--- src/rtl/id_ex_operand_stage.sv ---
// rtl/id_ex_operand_stage.sv - decode-to-execute operand stage with MEM/WB bypass and load-use interlock

// Per-source operand select: x0 is hard zero, then MEM bypass, then WB bypass, then regfile.
module id_ex_fwd_sel #(
  parameter int XLEN = 32,
  parameter int RA_W = 5
) (
  input  logic [RA_W-1:0] rs,
  input  logic [XLEN-1:0] rf_data,
  input  logic [RA_W-1:0] mem_rd,
  input  logic            mem_reg_wen,
  input  logic [XLEN-1:0] mem_data,
  input  logic [RA_W-1:0] wb_rd,
  input  logic            wb_reg_wen,
  input  logic [XLEN-1:0] wb_data,
  output logic [XLEN-1:0] val
);

  // MEM holds the younger result, so it must win over WB for the same index.
  always_comb begin
    val = rf_data;
    if (rs == '0) begin
      val = '0;
    end else if (mem_reg_wen && (mem_rd == rs)) begin
      val = mem_data;
    end else if (wb_reg_wen && (wb_rd == rs)) begin
      val = wb_data;
    end
  end

endmodule

module id_ex_operand_stage #(
  parameter int XLEN = 32,
  parameter int RA_W = 5
) (
  input  logic            clk,
  input  logic            rst,
  input  logic            id_valid,
  output logic            id_ready,
  input  logic [XLEN-1:0] id_pc,
  input  logic [XLEN-1:0] id_imm,
  input  logic [RA_W-1:0] id_rs1,
  input  logic [RA_W-1:0] id_rs2,
  input  logic            id_use_rs1,
  input  logic            id_use_rs2,
  input  logic [RA_W-1:0] id_rd,
  input  logic            id_reg_wen,
  input  logic            id_is_load,
  input  logic [XLEN-1:0] rf_data1,
  input  logic [XLEN-1:0] rf_data2,
  input  logic [RA_W-1:0] mem_rd,
  input  logic            mem_reg_wen,
  input  logic [XLEN-1:0] mem_data,
  input  logic [RA_W-1:0] wb_rd,
  input  logic            wb_reg_wen,
  input  logic [XLEN-1:0] wb_data,
  input  logic            ex_stall,
  input  logic            flush,
  output logic            ex_valid,
  output logic [XLEN-1:0] ex_pc,
  output logic [XLEN-1:0] ex_imm,
  output logic [XLEN-1:0] ex_rs1_val,
  output logic [XLEN-1:0] ex_rs2_val,
  output logic [RA_W-1:0] ex_rd,
  output logic            ex_reg_wen,
  output logic            ex_is_load
);

  logic [XLEN-1:0] fwd_rs1_val;
  logic [XLEN-1:0] fwd_rs2_val;
  logic            load_in_ex;
  logic            rs1_dep;
  logic            rs2_dep;
  logic            hazard;

  id_ex_fwd_sel #(.XLEN(XLEN), .RA_W(RA_W)) u_fwd_rs1 (
    .rs          (id_rs1),
    .rf_data     (rf_data1),
    .mem_rd      (mem_rd),
    .mem_reg_wen (mem_reg_wen),
    .mem_data    (mem_data),
    .wb_rd       (wb_rd),
    .wb_reg_wen  (wb_reg_wen),
    .wb_data     (wb_data),
    .val         (fwd_rs1_val)
  );

  id_ex_fwd_sel #(.XLEN(XLEN), .RA_W(RA_W)) u_fwd_rs2 (
    .rs          (id_rs2),
    .rf_data     (rf_data2),
    .mem_rd      (mem_rd),
    .mem_reg_wen (mem_reg_wen),
    .mem_data    (mem_data),
    .wb_rd       (wb_rd),
    .wb_reg_wen  (wb_reg_wen),
    .wb_data     (wb_data),
    .val         (fwd_rs2_val)
  );

  // A load sitting in EX has no data yet; any dependent consumer must wait one cycle
  // until the load reaches MEM and the value arrives on mem_data.
  always_comb begin
    load_in_ex = ex_valid && ex_is_load && ex_reg_wen && (ex_rd != '0);
    rs1_dep    = id_use_rs1 && (id_rs1 == ex_rd);
    rs2_dep    = id_use_rs2 && (id_rs2 == ex_rd);
    hazard     = load_in_ex && id_valid && (rs1_dep || rs2_dep);
    id_ready   = !ex_stall && !hazard;
  end

  // Output bundle: reset, flush, stall-hold, bubble or capture, in that priority.
  always_ff @(posedge clk) begin
    if (rst) begin
      ex_valid   <= 1'b0;
      ex_reg_wen <= 1'b0;
      ex_is_load <= 1'b0;
      ex_pc      <= '0;
      ex_imm     <= '0;
      ex_rs1_val <= '0;
      ex_rs2_val <= '0;
      ex_rd      <= '0;
    end else if (flush) begin
      ex_valid   <= 1'b0;
      ex_reg_wen <= 1'b0;
      ex_is_load <= 1'b0;
    end else if (ex_stall) begin
      ex_valid   <= ex_valid;
    end else if (hazard || !id_valid) begin
      // Bubble: control cleared so it can never look like a producer; data left as-is.
      ex_valid   <= 1'b0;
      ex_reg_wen <= 1'b0;
      ex_is_load <= 1'b0;
    end else begin
      ex_valid   <= 1'b1;
      ex_reg_wen <= id_reg_wen;
      ex_is_load <= id_is_load;
      ex_pc      <= id_pc;
      ex_imm     <= id_imm;
      ex_rs1_val <= fwd_rs1_val;
      ex_rs2_val <= fwd_rs2_val;
      ex_rd      <= id_rd;
    end
  end

endmodule

--- config.mk ---
export PLATFORM = sky130hd
export DESIGN_NAME = id_ex_operand_stage
export DESIGN_NICKNAME = d
export VERILOG_FILES = /design/src/rtl/id_ex_operand_stage.sv
export SDC_FILE = /design/constraint.sdc
export NUM_CORES = 1
export LEC_CHECK = 0
export BUFFER_PORTS_ARGS = -buffer_cell sky130_fd_sc_hd__buf_4
export CAP_MARGIN = 20
export CORE_MARGIN = 2
export CORE_UTILIZATION = 24
export CTS_BUF_LIST = sky130_fd_sc_hd__clkbuf_16
export CTS_CLUSTER_SIZE = 40
export DETAILED_ROUTE_END_ITERATION = 10
export GPL_ROUTABILITY_DRIVEN = 0
export PLACE_DENSITY = 0.56
export SETUP_SLACK_MARGIN = 0.3
export SLEW_MARGIN = 10
export SYNTH_ARGS = -nofsm -noshare
export SYNTH_HDL_FRONTEND = slang
export SYNTH_SLANG_ARGS = --single-unit
--- constraint.sdc ---
create_clock -name clk -period 1.99 [get_ports clk]
set_clock_uncertainty 0.05 [all_clocks]
set_input_delay 0.199 -clock clk [delete_from_list [all_inputs] [get_ports clk]]
set_output_delay 0.199 -clock clk [all_outputs]
set_load 0.05 [all_outputs]
==> metrics <==
crit-path cells xnor2_2 -> nand4_1 -> o22ai_4 -> buf_6 -> a21oi_4 -> buf_8; Syn Std Cell Area 7820 sq um; Hold Path Class input pin to register; Via density roughly 4.8; critical-path maximum fanout 5; Initial Util 24.2%; Die Span Y between 150 and 200 um; Global Route Usage Sum between 20 and 25%; Iter 0 DRT Violations 449; min Tclk post-route 1.99 ns; Top Layer Used met5; post-route ant nets 0; vias after detailed routing 8472; CTS clock-pin slew for the worst setup and hold paths around 0.060 ns; RSZ-0062 raised after global routing true; post-route cell area between 10000 and 15000 sq um; Port Buf Inserts between 300 and 400; Worst Tran Pin Value 0.453 ns; clock tree sinks 136; met3 WL 3.07 mm; diodes inserted 0; initial antenna violation count 1; syn_area_per_cell 8.79 sq um; Peak VDD IR approximately 580 uV; # fillers ~3200; Area Growth Syn to Fin 72.7%; Final Non-Filler Cells around 1800; Largest stage delay, worst path 0.41 ns; Synthesis Warnings 0; worst skew pair latency around 0.44 ns; slew margin rel. between 60% and 70%; share of cells above drive strength 1 roughly two fifths; CP Class register to output pin; grt ovf 0; DRC violations left 0; Final Hold Fails 0; PwrDens 589 nW/um^2; First-pass DRT Iterations 5; HPWL after DPL 23.8 mm; largest net degree at the start of global routing around 140; post-synth cell types 34; most frequent cells in the layout 379 x buf_4, 139 x nand2b_1, 128 x dfxtp_1, 71 x dlygate4sd3_1, 68 x mux2i_1; nets 1541; clk root buf clkbuf_16; placed cell count 1640; status finished, final reports clean; Post-Route WL approximately 35 mm; met2 WL post-DR 17.4 mm; Tcrit/Tclk final around 100%; Critical Path Sink Type output pin; Leakage roughly 5.6 nW; CORE AREA ~32000 sq um; f_max approximately 500 MHz; Worst path slowest cell dfxtp_4; crit path DAT about 1.7 ns; # IOs around 370; sequential-to-total area share from yosys stat 34.8%; Crit path required time between 1.5 and 2 ns; die area around 34000 sq um; wire length on met1 about 14 mm; # rows between 60 and 70; Largest delay share family, worst path flip-flops; cell count after synthesis about 890; Max Cap Violations 0; leading cell type in the layout, fill and taps excluded buf_4; Post-Syn Nets approximately 1100; final setup fails 0; critical path launch point type register; dpl cell area between 10000 and 15000 sq um; buffers and inverters on the worst path 2; CTS tree done; Wirelength per Cell 20.0 um; width of the die 184 um; htree depth 4; Max Slew Vio Count 0; Seq cells post-synth about 140; Clock Path Buffers 2; vias in the first global route 8787; CTS Buf Count 17; global-route wire length before repair 51.5 mm
-- what timing repair did --
item	4_1_cts	5_1_grt
gates cloned	8	4
setup buffers	10	3
endpoints found under the hold margin	70	1
setup endpoints to repair	135	136
pin swaps	42	12
hold buffers	70	1
gates resized for setup	64	20
-- flip-flops by register name, indices dropped and copies added (netlist names) --
name,cells
ex_imm,32
ex_pc,32
ex_rs1_val,32
ex_rs2_val,32
ex_rd,5
ex_is_load,1
ex_reg_wen,1
ex_valid,1
-- power by group --
group	total, mW	switching (mW)	internal (mW)
clock network	3.04	1.43	1.62
registers	2.88	0.0654	2.81
logic	2.03	1.07	0.953
-- worst reg2reg max path: cells and delay by family (launching register included) --
kind / cells / cell delay [ns]
AOI/OAI and AO/OA: 2 / 0.27
xor gates and xnor gates: 1 / 0.13
buffers and inverters: 5 / 0.70
DFF: 1 / 0.41
muxes: 1 / 0.10
and+or+nand+nor: 1 / 0.22
-- final timing paths --
kind,start,cells past startpoint,to,slack [ns]
worst max-delay path,ex_rd[1],6,id_ready,0.002
worst min-delay path,id_imm[5],3,ex_imm[5],0.07
worst max register to register,ex_rd[1],10,ex_imm[8],0.01
worst min register to register,ex_rs1_val[29],2,ex_rs1_val[29],0.42
-- per-stage QoR --
stage               utilization [%]  setup TNS (ns)  worst slack (ns)  power, mW  hold slack, ns
floorplan                         -               0             0.242       3.87           0.289
global route                   41.8           -4.94            -0.118       8.27          0.0599
finish                         41.8               0           0.00190       7.95          0.0712
CTS                            41.0           -1.02           -0.0615       7.97        0.000571
detailed placement             34.9         -0.0258           -0.0258       4.67           0.396
global placement               34.9          -0.388           -0.0324       4.67           0.390
-- routing by layer --
metal,up-vias,global-route usage [%]
met5,-,0
met4,2,7.46
met3,51,6.11
met2,387,35.3
met1,4011,23.0
li1,4021,-
-- logic make-up after synthesis --
group,after synthesis,synth area share [%]
AND/OR/NAND/NOR,295,24.4
AO/OA/AOI/OAI,207,20.9
buffers and inverters,152,7.76
flip-flops,136,34.8
multiplexers,69,8.83
XOR/XNOR,30,3.36
-- final cells by class --
| cell class | instances | area, sq um | area share (%) |
|---|---|---|---|
| Clock buffer | 17 | 425 | 3.15 |
| Inverter | 64 | 240 | 1.78 |
| Clock inverter | 15 | 115 | 0.853 |
| Tap cell | 442 | 553 | 4.10 |
| Multi-Input combinational cell | 601 | 4980 | 36.9 |
| Timing Repair Buffer | 493 | 4440 | 32.9 |
| Sequential cell | 136 | 2750 | 20.3 |
-- Yosys cell counts (all sizes together) --
| cell | instances | area [sq um] |
|---|---|---|
| o32ai | 64 | 561 |
| or3 | 32 | 200 |
| xnor2 | 18 | 158 |
| inv | 64 | 240 |
| xor2 | 12 | 105 |
| nor3 | 1 | 5.00 |
| nor4 | 3 | 63.8 |
| o21bai | 2 | 15.0 |
| o211ai | 1 | 12.5 |
| and3 | 64 | 400 |
| or4 | 2 | 15.0 |
| nand2b | 139 | 870 |
| clkbuf | 68 | 255 |
| o31ai | 64 | 480 |
| buf | 20 | 111 |
| a21o | 1 | 7.51 |
| o22a | 1 | 8.76 |
| a21boi | 65 | 488 |
| dfxtp | 136 | 2720 |
| mux2i | 69 | 691 |
| a21oi | 5 | 25.0 |
| nor2b | 1 | 6.26 |
| nor2 | 5 | 18.8 |
| o22ai | 1 | 12.5 |
| nand2 | 6 | 22.5 |
| nand4 | 4 | 25.0 |
| o21ai | 1 | 5.00 |
| and2 | 6 | 37.5 |
| nand3b | 32 | 240 |
| o21a | 2 | 15.0 |
Note: power is estimated with default switching activity, not from simulation.
